==> src/rtl/score_digit_renderer_pkg.sv <==
// Shared types and constants for the score digit renderer.
//   glyph_code_t  : 4-bit glyph selector (0..9 digits, 10 smiley, 15 blank)
//   GLYPH_SMILEY  : code shown in every cell when the score does not fit
//   GLYPH_BLANK   : code that renders all-zero rows
//   state_t       : load/convert/commit FSM states
//   pow10()       : elaboration-time helper for the overflow threshold
package score_render_pkg;

    typedef logic [3:0] glyph_code_t;

    localparam glyph_code_t GLYPH_SMILEY = 4'd10;
    localparam glyph_code_t GLYPH_BLANK  = 4'd15;

    typedef enum logic [1:0] {
        IDLE    = 2'd0,
        CONVERT = 2'd1,
        PENDING = 2'd2
    } state_t;

    function automatic int pow10(input int n);
        int r;
        r = 1;
        for (int i = 0; i < n; i++) begin
            r = r * 10;
        end
        return r;
    endfunction

endpackage

==> src/rtl/score_digit_renderer_if.sv <==
// Bus between game logic / video timing (master) and the score renderer
// (slave).
//   score, score_valid : binary score load request (master -> slave)
//   busy               : conversion or pending commit (slave -> master)
//   frame_start        : first-pixel-of-frame pulse (master -> slave)
//   x, y               : beam coordinates (master -> slave)
//   pixel_on           : glyph pixel lit, 2 cycles after x/y (slave -> master)
interface score_digit_renderer_if #(
    parameter int SCORE_W = 7,
    parameter int COORD_W = 10
);
    logic [SCORE_W-1:0] score;
    logic               score_valid;
    logic               busy;
    logic               frame_start;
    logic [COORD_W-1:0] x;
    logic [COORD_W-1:0] y;
    logic               pixel_on;

    modport master (
        output score, score_valid, frame_start, x, y,
        input  busy, pixel_on
    );

    modport slave (
        input  score, score_valid, frame_start, x, y,
        output busy, pixel_on
    );
endinterface

==> src/rtl/score_digit_renderer_glyph_rom.sv <==
// Combinational 8x8 glyph ROM.
//   code     : glyph code (0..9 digits, 10 smiley, others blank)
//   row      : glyph row, 0 = top
//   row_bits : row bitmap, bit 7 is the leftmost pixel
// Digit glyphs leave row 7 empty; the smiley uses all eight rows.
module glyph_rom
    import score_render_pkg::*;
(
    input  glyph_code_t code,
    input  logic [2:0]  row,
    output logic [7:0]  row_bits
);

    logic [63:0] glyph;

    // Each glyph is packed top row first: bits [63:56] are row 0.
    always_comb begin
        glyph = 64'h0;
        case (code)
            4'd0:    glyph = 64'h3C666E7666663C00;
            4'd1:    glyph = 64'h1838181818187E00;
            4'd2:    glyph = 64'h3C66060C30607E00;
            4'd3:    glyph = 64'h3C66061C06663C00;
            4'd4:    glyph = 64'h0C1C3C6C7E0C0C00;
            4'd5:    glyph = 64'h7E607C0606663C00;
            4'd6:    glyph = 64'h3C66607C66663C00;
            4'd7:    glyph = 64'h7E660C1818181800;
            4'd8:    glyph = 64'h3C66663C66663C00;
            4'd9:    glyph = 64'h3C66663E06663C00;
            4'd10:   glyph = 64'h7E81A581A599817E;
            default: glyph = 64'h0;
        endcase
    end

    assign row_bits = glyph[{3'd7 - row, 3'b000} +: 8];

endmodule

==> src/rtl/score_digit_renderer.sv <==
// Score digit renderer: converts a binary score to BCD with a sequential
// double-dabble engine, commits the digits to the display only on
// frame_start, and renders them as scaled 8x8 glyphs at a fixed position.
//   clk      : pixel clock
//   reset_n  : asynchronous active-low reset
//   bus      : score load, busy, frame_start, beam x/y, pixel_on
// Optional feature: define LEADING_ZERO_BLANK_EN to blank leading zeros
// (the least significant digit is always shown).
module score_digit_renderer
    import score_render_pkg::*;
#(
    parameter int DIGITS     = 2,
    parameter int SCORE_W    = 7,
    parameter int SCALE_LOG2 = 1,
    parameter int COORD_W    = 10,
    parameter int X_POS      = 100,
    parameter int Y_POS      = 16
) (
    input  logic clk,
    input  logic reset_n,
    score_digit_renderer_if.slave bus
);

    localparam int CELL  = 8 << SCALE_LOG2;
    localparam int BCD_W = 4 * DIGITS;
    localparam int CNT_W = $clog2(SCORE_W + 1);

    localparam logic [31:0]        OVF_LIMIT = 32'(pow10(DIGITS));
    localparam logic [COORD_W-1:0] X_ORG     = COORD_W'(X_POS);
    localparam logic [COORD_W-1:0] Y_ORG     = COORD_W'(Y_POS);
    // One extra bit so the right/bottom limits cannot wrap.
    localparam logic [COORD_W:0]   X_LO = (COORD_W + 1)'(X_POS);
    localparam logic [COORD_W:0]   X_HI = (COORD_W + 1)'(X_POS + DIGITS * CELL);
    localparam logic [COORD_W:0]   Y_LO = (COORD_W + 1)'(Y_POS);
    localparam logic [COORD_W:0]   Y_HI = (COORD_W + 1)'(Y_POS + CELL);

    // ------------------------------------------------------------------
    // Load / convert / commit FSM
    // ------------------------------------------------------------------
    state_t              state_q, state_d;
    logic                busy_q, busy_d;
    logic                ovf_q, ovf_d;
    logic [SCORE_W-1:0]  bin_q, bin_d;
    logic [BCD_W-1:0]    bcd_q, bcd_d;
    logic [BCD_W-1:0]    bcd_adj;
    logic [CNT_W-1:0]    cnt_q, cnt_d;
    glyph_code_t         disp_q [DIGITS];
    glyph_code_t         disp_d [DIGITS];
    glyph_code_t         commit_codes [DIGITS];

    // Double-dabble correction: every nibble >= 5 gets +3 before the shift.
    for (genvar gi = 0; gi < DIGITS; gi++) begin : g_adj
        assign bcd_adj[4*gi +: 4] = (bcd_q[4*gi +: 4] >= 4'd5)
                                  ? bcd_q[4*gi +: 4] + 4'd3
                                  : bcd_q[4*gi +: 4];
    end

    // Digit 0 (leftmost) is the most significant BCD nibble.
`ifdef LEADING_ZERO_BLANK_EN
    always_comb begin
        logic [3:0] nib;
        logic       lead;
        nib  = '0;
        lead = 1'b1;
        for (int d = 0; d < DIGITS; d++) begin
            nib = bcd_q[4*(DIGITS-1-d) +: 4];
            if (ovf_q) begin
                commit_codes[d] = GLYPH_SMILEY;
            end else if (lead && (nib == 4'd0) && (d < DIGITS - 1)) begin
                commit_codes[d] = GLYPH_BLANK;
            end else begin
                commit_codes[d] = nib;
                lead            = 1'b0;
            end
        end
    end
`else
    always_comb begin
        for (int d = 0; d < DIGITS; d++) begin
            commit_codes[d] = ovf_q ? GLYPH_SMILEY : bcd_q[4*(DIGITS-1-d) +: 4];
        end
    end
`endif

    always_comb begin
        state_d = state_q;
        busy_d  = busy_q;
        ovf_d   = ovf_q;
        bin_d   = bin_q;
        bcd_d   = bcd_q;
        cnt_d   = cnt_q;
        disp_d  = disp_q;
        case (state_q)
            IDLE: begin
                if (bus.score_valid) begin
                    bin_d   = bus.score;
                    bcd_d   = '0;
                    cnt_d   = CNT_W'(SCORE_W);
                    // Overflow is judged on the binary value, so truncated
                    // BCD garbage for large scores never reaches the display.
                    ovf_d   = (32'(bus.score) >= OVF_LIMIT);
                    busy_d  = 1'b1;
                    state_d = CONVERT;
                end
            end
            CONVERT: begin
                bcd_d = {bcd_adj[BCD_W-2:0], bin_q[SCORE_W-1]};
                bin_d = {bin_q[SCORE_W-2:0], 1'b0};
                cnt_d = cnt_q - CNT_W'(1);
                if (cnt_q == CNT_W'(1)) begin
                    state_d = PENDING;
                end
            end
            PENDING: begin
                if (bus.frame_start) begin
                    disp_d  = commit_codes;
                    busy_d  = 1'b0;
                    state_d = IDLE;
                end
            end
            default: state_d = IDLE;
        endcase
    end

    always_ff @(posedge clk or negedge reset_n) begin
        if (!reset_n) begin
            state_q <= IDLE;
            busy_q  <= 1'b0;
            ovf_q   <= 1'b0;
            bin_q   <= '0;
            bcd_q   <= '0;
            cnt_q   <= '0;
            disp_q  <= '{default: '0};
        end else begin
            state_q <= state_d;
            busy_q  <= busy_d;
            ovf_q   <= ovf_d;
            bin_q   <= bin_d;
            bcd_q   <= bcd_d;
            cnt_q   <= cnt_d;
            disp_q  <= disp_d;
        end
    end

    // ------------------------------------------------------------------
    // Pixel pipeline: stage 1 = geometry + digit select, stage 2 = ROM bit
    // ------------------------------------------------------------------
    logic               hit_d, hit1_q;
    glyph_code_t        code_d, code1_q;
    logic [2:0]         row_d, row1_q;
    logic [2:0]         col_d, col1_q;
    logic [COORD_W-1:0] dx, dy, digit_idx;
    logic [7:0]         rom_row;
    logic               pixel_on_d, pixel_on_q;

    always_comb begin
        hit_d = ({1'b0, bus.x} >= X_LO) && ({1'b0, bus.x} < X_HI) &&
                ({1'b0, bus.y} >= Y_LO) && ({1'b0, bus.y} < Y_HI);
        dx        = bus.x - X_ORG;
        dy        = bus.y - Y_ORG;
        digit_idx = dx >> (3 + SCALE_LOG2);
        col_d     = 3'(dx >> SCALE_LOG2);
        row_d     = 3'(dy >> SCALE_LOG2);
        code_d    = GLYPH_BLANK;
        for (int i = 0; i < DIGITS; i++) begin
            if (digit_idx == COORD_W'(i)) begin
                code_d = disp_q[i];
            end
        end
    end

    glyph_rom u_glyph_rom (
        .code     (code1_q),
        .row      (row1_q),
        .row_bits (rom_row)
    );

    assign pixel_on_d = hit1_q & rom_row[3'd7 - col1_q];

    always_ff @(posedge clk or negedge reset_n) begin
        if (!reset_n) begin
            hit1_q     <= 1'b0;
            code1_q    <= GLYPH_BLANK;
            row1_q     <= '0;
            col1_q     <= '0;
            pixel_on_q <= 1'b0;
        end else begin
            hit1_q     <= hit_d;
            code1_q    <= code_d;
            row1_q     <= row_d;
            col1_q     <= col_d;
            pixel_on_q <= pixel_on_d;
        end
    end

    assign bus.busy     = busy_q;
    assign bus.pixel_on = pixel_on_q;

endmodule

==> src/flat_wrapper.sv <==
// flat-port wrapper written by rule: the top's interface ports become plain ports
module score_digit_renderer_flat import score_render_pkg::*;
#(
    parameter int DIGITS     = 2,
    parameter int SCORE_W    = 7,
    parameter int SCALE_LOG2 = 1,
    parameter int COORD_W    = 10,
    parameter int X_POS      = 100,
    parameter int Y_POS      = 16
)
  (clk, reset_n, bus_score, bus_score_valid, bus_frame_start, bus_x, bus_y, bus_busy, bus_pixel_on);
  score_digit_renderer_if #(.SCORE_W(SCORE_W), .COORD_W(COORD_W)) bus_i ();
  input  logic clk;
  input  logic reset_n;
  input wire logic [$bits(bus_i.score)-1:0] bus_score;
  input wire logic [$bits(bus_i.score_valid)-1:0] bus_score_valid;
  input wire logic [$bits(bus_i.frame_start)-1:0] bus_frame_start;
  input wire logic [$bits(bus_i.x)-1:0] bus_x;
  input wire logic [$bits(bus_i.y)-1:0] bus_y;
  output wire logic [$bits(bus_i.busy)-1:0] bus_busy;
  output wire logic [$bits(bus_i.pixel_on)-1:0] bus_pixel_on;
  assign bus_i.score = bus_score;
  assign bus_i.score_valid = bus_score_valid;
  assign bus_i.frame_start = bus_frame_start;
  assign bus_i.x = bus_x;
  assign bus_i.y = bus_y;
  assign bus_busy = bus_i.busy;
  assign bus_pixel_on = bus_i.pixel_on;
  score_digit_renderer #(.DIGITS(DIGITS), .SCORE_W(SCORE_W), .SCALE_LOG2(SCALE_LOG2), .COORD_W(COORD_W), .X_POS(X_POS), .Y_POS(Y_POS)) u_core (.clk(clk), .reset_n(reset_n), .bus(bus_i));
endmodule
==> config.mk <==
export PLATFORM = sky130hd
export DESIGN_NAME = score_digit_renderer_flat
export DESIGN_NICKNAME = d
export VERILOG_FILES = /design/src/rtl/score_digit_renderer_pkg.sv /design/src/rtl/score_digit_renderer_if.sv /design/src/rtl/score_digit_renderer_glyph_rom.sv /design/src/rtl/score_digit_renderer.sv /design/src/flat_wrapper.sv
export SDC_FILE = /design/constraint.sdc
export NUM_CORES = 1
export LEC_CHECK = 0
export ABC_AREA = 1
export CORE_ASPECT_RATIO = 1.25
export CORE_MARGIN = 2
export CORE_UTILIZATION = 45
export DETAILED_ROUTE_END_ITERATION = 8
export HOLD_SLACK_MARGIN = 0.12
export PLACE_DENSITY = 0.66
export SKIP_LAST_GASP = 1
export SLEW_MARGIN = 20
export SYNTH_ARGS = -nofsm -noshare
export SYNTH_HDL_FRONTEND = slang
export SYNTH_SLANG_ARGS = --single-unit
export TNS_END_PERCENT = 1
==> constraint.sdc <==
create_clock -name clk -period 3.82 [get_ports clk]
set_input_delay 0.382 -clock clk [delete_from_list [all_inputs] [get_ports clk]]
set_output_delay 0.382 -clock clk [all_outputs]
set_load 0.03 [all_outputs]
### Yosys cells after proc, flatten, opt, wreduce, memory -nomap -nowiden

Memories as Yosys holds them, arrays and structs flattened.
Cells that the tools add are included.

* register bits: 42
* memory bits (read-only): 960
* word-level logic and storage cells: 71
* memories kept: 1

Memories
* (name not given): words 16, width 60, read ports 1, clocked after Yosys merged registers in 0, wr ports 0, RTL line score_digit_renderer_glyph_rom.sv:19 `case (code)`

* $add $sub $neg: 7
* order comparisons: 8
* equal/unequal tests: 7
* shift operators: 1
* muxes and demuxes: 21
* bitwise operators: 1
* reduce and logical (&&, ||, !) cells: 12

Operators with widths (number)
* 64-bit by 7-bit variable part select with 8-bit output: 1
* 4-bit two-way mux: 5
* 8-bit one-hot mux with 2 select lines: 1
* 7-bit one-hot mux with 2 select lines: 1
* 10-bit by 5-bit greater-or-equal comparator with 1-bit output, second input constant: 1
* 10-bit by 7-bit greater-or-equal comparator with 1-bit output, second input constant: 1
* 10-bit logical NOT: 1
* 10-bit by 6-bit < comparator with 1-bit output, second input constant: 1
* 10-bit by 8-bit < comparator with 1-bit output, second input constant: 1
* 10-bit by 7-bit subtractor with 10-bit output, second input constant: 1
* 4-bit by 3-bit greater-or-equal comparator with 1-bit output, second input constant: 2
* 8-bit two-way mux: 1
* 7-bit greater-or-equal comparator, second input constant: 1
* 7-bit two-way mux: 1
* 6-bit by 1-bit equality test with 1-bit output, second input constant: 1
* 2-bit two-way mux: 3
* 3-bit two-way mux: 2
* 2-bit one-hot mux with 3 select lines: 1
* 3-bit one-hot mux with 2 select lines: 1
* 2-bit AND reduction: 3
* 3-bit AND reduction: 2
* 3-bit subtractor, first input constant: 2
* 4-bit by 2-bit adder with 4-bit output, second input constant: 1
* 3-bit by 4-bit < comparator with 1-bit output, second input constant: 1
* 15 further kinds: 21

### Depth between registers and ports, before layout

Gate-level depths: netlist (run 1).

* depth after elaboration: 5
* depth in mapped cells: 15

### Modules after synthesis

From an unflattened synthesis (run 1), not the netlist that was laid out.

* cells, all modules: 423
* area total of the unflattened synthesis: 3072.9 um2

By module, submodules not included
* score_digit_renderer: times used 1, cells an instance 255, area each 2200.9 um2, sequential area each 1056.0 um2
* glyph_rom: times used 1, cells an instance 168, area each 872.1 um2, sequential area each 0.0 um2

### Least setup slack after synthesis (run 1)

OpenSTA, ideal clock, no wires.

* path type: flip-flop to flip-flop
* from: register u_core.code1_q[0]
* to: register u_core.pixel_on_q (netlist: u_core.bus.pixel_on)
* library setup time: 117 ps
* arrival: 1747 ps
* required time: 3703 ps
* path slack: 1956 ps
* stages on the path, launching flop included: 15
* path buffers: 0
* clock period less this slack: 1864 ps
* cell sequence: dfstp_2 -> inv_1 -> ha_1 -> nor2_2 -> nor2_2 -> nand2_1 -> nand2_1 -> nand2_1 -> nor2_1 -> nor2_1 -> nand2_1 -> nand2_1 -> nand2_1 -> nor2_1 -> nor2_1

* longest elaborated chain between the ends: 5

RTL lines
* start, declared: RTL line score_digit_renderer.sv:149 `glyph_code_t code_d, code1_q;`
* start signal, assigned: RTL line score_digit_renderer.sv:189 `code1_q <= code_d;`
* memory 16 x 60 bit
* 64-bit by 7-bit variable part select with 8-bit output: RTL line score_digit_renderer_glyph_rom.sv:35 `assign row_bits = glyph[{3'd7 - row, 3'b000} +: 8];`
* 1-bit binary-select mux with 3-bit select: RTL line score_digit_renderer.sv:178 `assign pixel_on_d = hit1_q & rom_row[3'd7 - col1_q];`
* 1-bit two-way mux (implied by the code): RTL line score_digit_renderer.sv:178
* 1-bit AND: RTL line score_digit_renderer.sv:178
* via u_core.pixel_on_d: RTL line score_digit_renderer.sv:154 `logic pixel_on_d, pixel_on_q;`
* end signal, assigned: RTL line score_digit_renderer.sv:192 `pixel_on_q <= pixel_on_d;`
* end, declared: RTL line score_digit_renderer.sv:154

The timed path passes the listed nets, and every way through them passes these cells. The select of a mux whose other input is x is not followed.
A chain may end at the register's enable or synchronous reset.

### Worst setup path in the final report (run 1)

Ends and elaborated chain as after synthesis.

==> results of run 1 <==
==> logic make-up after synthesis <==
| logic type | after synthesis | share of synthesized area |
|---|---|---|
| and+or+nand+nor | 210 | 0.317 |
| AOI/OAI and AO/OA | 67 | 0.134 |
| muxes | 1 | 0.00338 |
| xor gates and xnor gates | 3 | 0.00887 |
| DFF | 42 | 0.357 |
| buffers and inverters | 82 | 0.112 |
| adders and majority gates | 16 | 0.0676 |
==> flip-flops by register name (all words and copies together) (netlist names), 2 cells and up <==
register and cells:
u_core.cnt_q 3, u_core.state_q 2, u_core.row1_q 3, u_core.code1_q 4
u_core.col1_q 3, u_core.disp_q 8, u_core.bcd_q 8, u_core.bin_q 7
==> layer usage <==
layer / GRT usage / vias up / wire (um)
met5: 0 / - / 0
met4: 0.142 / 0 / 397
met3: 0.0268 / 27 / 183
met2: 0.377 / 57 / 3570
met1: 0.238 / 1288 / 2900
li1: - / 1409 / -
==> final cells by class <==
cell class / count / area [um2]
clock inverters: 1 / 5.00
multi-input cells: 297 / 1570
repair buffers: 32 / 313
well taps: 87 / 109
fillers: 675 / 3080
inverters: 69 / 259
clock buffers: 7 / 86.3
flip-flops and latches: 42 / 1060
==> worst max-delay path, stage by stage, from the launching register on <==
cell     delay, ns
dfstp_2       0.62
inv_1         0.14
ha_1          0.42
inv_1         0.09
nand2_1       0.07
nand3_1       0.13
nand2_1       0.11
nand3_1       0.12
a21oi_1       0.15
nand2_1       0.06
nand2_1       0.05
nand3_1       0.07
nand2_1       0.06
nor2_1        0.04
==> per-stage QoR <==
stage          setup WS, ns  utilization  instance area [um2]  total power [mW]
2_1_floorplan          1.96            -                 2960              1.18
3_3_place_gp           1.60        0.511                 3310              1.35
3_5_place_dp           1.56        0.511                 3310              1.38
4_1_cts                1.60        0.525                 3400              1.67
5_1_grt                1.36        0.525                 3400              1.82
6_report               1.58        0.525                 3400              1.65
==> worst paths after layout <==
check	from	to	cells after the start
min	reset_n	u_core.cnt_q[0]	1
min in group clk	u_core.hit1_q	u_core.bus.pixel_on	2
max reg2reg	u_core.code1_q[0]	u_core.bus.pixel_on	13
max	u_core.code1_q[0]	u_core.bus.pixel_on	13
min reg2reg	u_core.hit1_q	u_core.bus.pixel_on	2
max in group asynchronous	reset_n	u_core.disp_q[5]	1
==> power by group through the flow <==
stage	logic [mW]	registers, mW	clock network (mW)
final	0.667	0.697	0.290
after global routing	0.780	0.720	0.322
after CTS	0.677	0.698	0.299
after detailed placement	0.670	0.706	0
after global placement	0.649	0.702	0
after floorplan	0.502	0.681	0
==> synthesized netlist by cell type, drive strengths merged <==
library cell / number / area, um2
o21ai: 30 / 150
xor2: 2 / 17.5
and3: 1 / 6.26
dfrtp: 38 / 951
nor2: 30 / 138
nor4: 3 / 18.8
o2111a: 1 / 11.3
clkbuf: 5 / 18.8
clkinv: 1 / 3.75
nand4: 4 / 31.3
xnor2: 1 / 8.76
nand3b: 2 / 15.0
o211ai: 7 / 52.6
mux2i: 1 / 10.0
ha: 16 / 200
nor3: 4 / 20.0
dfstp: 4 / 105
o32ai: 1 / 8.76
o21bai: 2 / 15.0
nand2: 114 / 440
o41ai: 1 / 8.76
inv: 68 / 255
o22ai: 4 / 25.0
o2111ai: 1 / 8.76
o21a: 5 / 37.5
buf: 8 / 55.1
o311ai: 1 / 8.76
nand3: 52 / 270
a21oi: 14 / 70.1
==> metrics.csv, run 1 <==
metric,value,unit
most frequent cells in the layout,"111 x nand2_1, 64 x inv_1, 50 x nand3_1",
H-tree depth,2,
Clock Tree Root,clkbuf_8,
CTS max path bufs,2,
DP Cell Count,527,
Max-Cap Viols,0,
Die X,76.6,um
"Cell Area, Synth",2960,um2
slew margin rel.,0.399,
Antenna diodes,0,
combinational power share,0.403,
Reg power frac,0.421,
Final Max Slew Viols,0,
Sw Share,0.398,
largest net degree at the start of global routing,43,
Max VDD drop,0.495,mV
outcome,"finished, final reports clean",
CTS tree,yes,
cts repair resizes,0,
P_sw,0.658,mW
Reg2Reg Setup Slack,1.58,ns
first-pass GRT wire length,12.3,mm
Setup Skew,0.00534,ns
Syn Area/Cell,7.03,um2
drt drc,0,
hold crit path type,in2async,
Global Route Usage Sum,0.212,
Iter 0 DRT Violations,117,
final cell count without fillers,535,
Post-Synthesis Cells,421,
CP required,4.00,ns
DR WL/cell,13.2,um
Hold Buf Count CTS,0,
Vias,2781,
Post-Route WL,7.05,mm
I/O Pins,33,
Initial Utilization,0.457,
initial antenna violation count,0,
Mapped Nets,468,
total clock sinks,42,
Core ar.,6480,um2
hpwl dp,5.38,mm
DRT Pass-1 Iters,4,
"flops & latches, synth",42,
Ys Warns,0,
share of cells above drive strength 1,0.0647,
Finish-stage setup viols,0,
PwrDens,487,nW/um2
Internal,0.996,mW
synth-to-layout area growth,14.8,%
gr ovfl total,0,
WHS,0.197,ns
Post-DRT Antenna Nets,0,
postcts setup bufs,0,
vias in the first global route,2783,
RSZ-0062 raised after global routing,false,
Worst-Skew Late Latency,0.29,ns
I/O Buffers,31,
Clock power frac,0.175,
Leak,1.65,nW
CP Max Fanout,7,
Die H,94.7,um
"most common cell after layout, fill and taps aside",nand2_1,
DIE AREA,7250,um2
worst-margin pin slew,0.901,ns
fmax,447,MHz
final net count,494,
post-route clock period utilization,0.586,
min Tclk post-route,2.24,ns
vias per inst,5.20,
Num CTS Buffers,5,
Cell variety after synth,39,
Setup CP Type,reg2reg,
"Seq/Total Area, Yosys",0.357,
"Arr. time, crit path",2.42,ns
routability cong.,0.931,
Critical Path Sink Type,flop,
final setup TNS,0,ns
"Reg clk slew, reported paths",0.08,ns
Final Hold Viols,0,
cell row count,33,
CP Launch Type,flop,
Note: power is estimated with default switching activity, not from simulation.
==> run 2, diff against run 1 <==
- clock period: 3.82 -> 2.26 ns (I/O delays scaled with it)
==> run 2 against run 1 <==
  * Die area unchanged
  * Fmax grew 12%
  * Global-route usage fell by 0.49 points
  * Count of clock-buffer cells in the layout is the same
  * Largest power group unchanged
  * Clock skew down 0.0029 ns
  * Combinational power increased by 69%
  * Critical endpoint unchanged
==> metrics.csv, run 2 (synthesized netlist as in run 1, its figures left out) <==
metric,value,unit,change
Vias,2767,,-0.50%
drt drc,0,,unchanged
first-pass GRT wire length,12.0,mm,-2.7%
Initial Utilization,0.457,,unchanged
share of cells above drive strength 1,0.0811,,+0.0164
CTS max path bufs,2,,unchanged
final setup TNS,0,ns,unchanged
initial antenna violation count,0,,unchanged
Global Route Usage Sum,0.207,,-0.00486
PwrDens,801,nW/um2,+65%
Setup Skew,0.00241,ns,-0.00293 ns
outcome,"finished, final reports clean",,
Max-Cap Viols,0,,unchanged
hpwl dp,5.44,mm,+1.2%
"most common cell after layout, fill and taps aside",nand2_1,,
vias in the first global route,2780,,-0.11%
min Tclk post-route,2.00,ns,-0.238 ns
H-tree depth,2,,unchanged
final net count,502,,+1.6%
Num CTS Buffers,5,,unchanged
Setup CP Type,reg2reg,,
Finish-stage setup viols,0,,unchanged
Critical Path Sink Type,flop,,
synth-to-layout area growth,17.0,%,
Max VDD drop,0.646,mV,+30%
Largest regs,"u_core.bcd_q x8, u_core.disp_q x8, u_core.bin_q x7",,
# fillers,636,,-5.8%
largest net degree at the start of global routing,43,,unchanged
Leak,1.68,nW,+2.0%
worst-margin pin slew,0.873,ns,-0.0277 ns
I/O Pins,33,,unchanged
Multi-input gate area,1580,um2,+0.16%
fmax,500,MHz,+12%
Post-DRT Antenna Nets,0,,unchanged
Antenna diodes,0,,unchanged
"Reg clk slew, reported paths",0.07,ns,about the same
"Arr. time, crit path",2.18,ns,-0.24 ns
Place WS,0.246,ns,-1.31 ns
setup ws final,0.259,ns,-1.32 ns
gr ovfl total,0,,unchanged
Die X,76.6,um,unchanged
slew margin rel.,0.418,,+0.0185
Final Hold Viols,0,,unchanged
Iter 0 DRT Violations,131,,+12%
vias per inst,5.10,,-2.0%
Clock Tree Root,clkbuf_8,,
total clock sinks,42,,unchanged
DIE AREA,7250,um2,unchanged
RSZ-0062 raised after global routing,false,,
Post-Route WL,6.86,mm,-2.8%
DRT Pass-1 Iters,4,,unchanged
final cell count without fillers,543,,+1.5%
CP required,2.44,ns,-1.56 ns
Final Max Slew Viols,0,,unchanged
routability cong.,0.929,,-0.28%
CP Launch Type,flop,,
hold crit path type,in2reg,,
CP Max Fanout,5,,-2
DP Cell Count,534,,+1.3%
Die H,94.7,um,unchanged
post-route clock period utilization,0.885,,+0.299
DR WL/cell,12.6,um,-4.2%
Reg area,1060,um2,unchanged
most frequent cells in the layout,"111 x nand2_1, 64 x inv_1, 50 x nand3_1",,
Worst-Skew Late Latency,0.29,ns,about the same
cell row count,33,,unchanged
CTS tree,yes,,
I/O Buffers,31,,unchanged
Core ar.,6480,um2,unchanged
==> run 2: changes by cell type in the layout (fill, tap and decap cells not counted) <==
| cell | delta |
|---|---|
| dlygate4sd3_1 | +1 |
| ha_2 | +1 |
| ha_1 | -1 |
| buf_4 | +7 |
==> run 2: layout make-up <==
class	instances	area share
Tap cell	87	0.0314
Multi-Input combinational cell	297	0.455
Clock inverter	1	0.00144
Inverter	69	0.0747
Clock buffer	7	0.0249
Sequential cell	42	0.305
Timing Repair Buffer	40	0.108
==> run 2: final timing paths <==
check | endpoint | from | cells after the start | slack (ns)
max in group asynchronous | u_core.row1_q[2] | reset_n | 2 | 1.12
setup / recovery | u_core.bus.pixel_on | u_core.code1_q[0] | 13 | 0.26
hold reg to reg | u_core.bus.pixel_on | u_core.hit1_q | 2 | 0.49
min in group asynchronous | u_core.bin_q[0] | reset_n | 2 | 0.59
hold / removal | u_core.row1_q[1] | bus_y[2] | 1 | 0.38
setup reg to reg | u_core.bus.pixel_on | u_core.code1_q[0] | 13 | 0.26
==> run 2: worst max-delay path: stages, from the launching register on <==
cell     delay [ns]
dfstp_2        0.58
inv_1          0.07
ha_2           0.38
inv_1          0.06
nand2_1        0.05
nand3_1        0.12
nand2_1        0.10
nand3_1        0.11
a21oi_1        0.14
nand2_1        0.06
nand2_1        0.05
nand3_1        0.07
nand2_1        0.06
nor2_1         0.04
==> run 2: repair_timing <==
action,CTS,global route
buffers inserted,0,0
endpoints found under the setup margin,0,1
hold buffers,1,0
hold endpoints to repair,38,0
resized for setup,0,1
==> run 2: through the flow <==
step	hold WS, ns	area (um2)	util	power [mW]
finish	0.383	3470	0.535	2.78
floorplan	-0.0696	2960	-	2.00
CTS	0.377	3460	0.534	2.81
detailed placement	0.406	3360	0.519	2.32
global placement	0.410	3360	0.519	2.29
global route	0.384	3470	0.535	3.07
==> run 2: power breakdown <==
part | internal, mW | total, mW | switching (mW)
Clock | 0.246 | 0.483 | 0.236
Sequential | 1.01 | 1.17 | 0.154
Combinational | 0.432 | 1.13 | 0.695
Total | 1.69 | 2.78 | 1.09
==> run 2: per-layer routing <==
| metal | vias up | wire length, um | part of all wire | global-route usage |
|---|---|---|---|---|
| met5 | - | 0 | 0 | 0 |
| met4 | 0 | 388 | 0.057 | 0.135 |
| met3 | 27 | 147 | 0.021 | 0.0277 |
| met2 | 49 | 3560 | 0.52 | 0.385 |
| met1 | 1259 | 2760 | 0.40 | 0.220 |
| li1 | 1432 | - | - | - |
==> run 3, diff against run 2 <==
- PLACE_DENSITY: 0.66 -> not set
- PLACE_DENSITY_LB_ADDON: not set -> 0.15
==> run 3 against run 2 <==
  * Die area stayed put
  * Clock skew is 0.0096 ns higher
  * Utilization is 0.096 points lower
  * Count of clock-buffer cells in the layout is 2 lower
  * Largest cell class unchanged
  * Largest power group unchanged
  * Highest routed layer unchanged
==> metrics.csv, run 3 (synthesized netlist as in run 1, its figures left out) <==
metric,value,unit,change
outcome,"finished, final reports clean",,
largest net degree at the start of global routing,43,,unchanged
CTS max path bufs,2,,unchanged
Die H,94.7,um,unchanged
H-tree depth,2,,unchanged
"Reg clk slew, reported paths",0.08,ns,about the same
Max VDD drop,0.603,mV,-6.7%
total clock sinks,42,,unchanged
drt drc,0,,unchanged
"most common cell after layout, fill and taps aside",nand2_1,,
DIE AREA,7250,um2,unchanged
combinational power share,0.412,,+0.006
PwrDens,809,nW/um2,+0.91%
worst-margin pin slew,0.906,ns,+0.0326 ns
CP Cell Sequence,inv_2 -> nand2_2 -> nand3_1 -> nand2_1 -> inv_1 -> a21oi_1 -> nand2_1 -> nand2_1 -> nand2_1 -> nor2_1 -> nor2_1 -> nor2_1,,
hold crit path type,in2reg,,
Iter 0 DRT Violations,148,,+13%
vias per inst,5.10,,about the same
cell row count,33,,unchanged
post-route clock period utilization,0.868,,-0.0170
Reg2Reg Setup Slack,0.30,ns,+0.04 ns
first-pass GRT wire length,11.8,mm,-2.0%
CP max stage cell,dfstp_2,,
final setup TNS,0,ns,unchanged
Post-Route WL,6.79,mm,-1.0%
synth-to-layout area growth,16.8,%,
WHS,0.372,ns,-0.0111 ns
Reg power frac,0.417,,-0.003
most frequent cells in the layout,"111 x nand2_1, 64 x inv_1, 50 x nand3_1",,
I/O Buffers,31,,unchanged
min Tclk post-route,1.96,ns,-0.0384 ns
Die X,76.6,um,unchanged
# fillers,663,,+4.2%
Final Max Slew Viols,0,,unchanged
Setup CP Type,reg2reg,,
CTS tree,yes,,
slew margin rel.,0.396,,-0.0217
setup ws final,0.297,ns,+0.0384 ns
Core ar.,6480,um2,unchanged
Global Route Usage Sum,0.201,,-0.00577
I/O Pins,33,,unchanged
Place WS,0.176,ns,-0.0699 ns
Critical Path Sink Type,flop,,
Clock Tree Root,clkbuf_8,,
Leak,1.67,nW,-0.58%
Clock power frac,0.171,,-0.003
Antenna diodes,0,,unchanged
Num CTS Buffers,5,,unchanged
r2r startpoint,u_core.code1_q[2],,
vias in the first global route,2688,,-3.3%
final net count,500,,-0.40%
CP required,2.48,ns,+0.04 ns
"Arr. time, crit path",2.19,ns,about the same
Setup Skew,0.0120,ns,+0.00962 ns
P_sw,1.12,mW,+3.5%
hold path start,bus_y[3],,
share of cells above drive strength 1,0.0815,,+0.000357
DR WL/cell,12.5,um,-0.65%
Final Hold Viols,0,,unchanged
CP Launch Type,flop,,
Largest regs,"u_core.bcd_q x8, u_core.disp_q x8, u_core.bin_q x7",,
Worst-Skew Late Latency,0.29,ns,about the same
gr ovfl total,0,,unchanged
Sw Share,0.402,,+0.0107
Internal,1.67,mW,-1.0%
worst path buffer plus inverter count,2,,unchanged
RSZ-0062 raised after global routing,false,,
CP most frequent cell,nand2_1,,
Crit. Startpoint,u_core.code1_q[2],,
Design Power,2.80,mW,+0.72%
hpwl dp,5.27,mm,-3.1%
CP Max Fanout,14,,+9
fmax,510,MHz,+2.0%
Top delay family on crit path,simple AND/OR/NAND/NOR gates,,
Finish-stage setup viols,0,,unchanged
Vias,2757,,-0.36%
routability cong.,0.977,,+5.2%
initial antenna violation count,0,,unchanged
crit-path max cell delay,0.71,ns,+0.13 ns
Max-Cap Viols,0,,unchanged
Initial Utilization,0.457,,unchanged
DRT Pass-1 Iters,4,,unchanged
Post-DRT Antenna Nets,0,,unchanged
final core occ,0.534,,-0.000965
[run 3: changes by cell type in the layout (fill, tap and decap cells not counted)]
cell,before,now
ha_2,1,0
clkinv_2,1,2
ha_4,0,1
clkbuf_8,6,5
buf_4,8,6
nor2_1,24,23
inv_6,0,1
clkbuf_1,1,0
nor2_2,4,5
[run 3: worst reg2reg max path, cell delays in order (launching register included)]
cell	delay, ns
dfstp_2	0.71
inv_2	0.20
nand2_2	0.16
nand3_1	0.09
nand2_1	0.07
inv_1	0.05
a21oi_1	0.14
nand2_1	0.10
nand2_1	0.08
nand2_1	0.06
nor2_1	0.10
nor2_1	0.05
nor2_1	0.10
[run 3: power groups by stage]
stage                     Sequential (mW)  Clock, mW  Combinational [mW]
final                                1.17      0.479                1.15
after global routing                 1.20      0.531                1.33
after CTS                            1.17      0.497                1.16
after detailed placement             1.18          0                1.15
after global placement               1.18          0                1.12
after floorplan                      1.15          0               0.849
[run 3: metrics by stage]
stage          instances  cell area, um2
6_report             541            3460
5_1_grt              541            3460
4_1_cts              539            3430
3_3_place_gp         530            3330
2_1_floorplan        421            2960
3_5_place_dp         530            3330
[run 3: layout make-up]
type,instances,area (um2),share of cell area
multi-input cells,297,1590,0.459
flip-flops and latches,42,1060,0.305
repair buffers,38,360,0.104
inverters,69,259,0.0749
well taps,87,109,0.0315
clock buffers,5,68.8,0.0199
clock inverters,3,18.8,0.00542
[run 3: path summary, 6_finish.rpt]
path	to	cells past startpoint
worst max-delay path	u_core.bus.pixel_on	12
worst min-delay path	u_core.row1_q[2]	1
worst max register to register	u_core.bus.pixel_on	12
worst min register to register	u_core.bus.pixel_on	2
max in group asynchronous	u_core.col1_q[0]	2
min in group asynchronous	u_core.bin_q[0]	2
[run 3: what timing repair did]
action	CTS	global route
buffers inserted	0	2
resized for setup	0	3
hold buffers	1	0
endpoints found under the hold margin	38	0
setup endpoints to repair	0	1
[run 3: metal layers]
layer  GRT usage  vias up  wire, um  share of wire
met2       0.372       52      3490           0.51
li1            -     1420         -              -
met3      0.0344       19       217          0.032
met1       0.224     1266      2890           0.43
met4      0.0970        0       187          0.028
met5           0        -         0              0
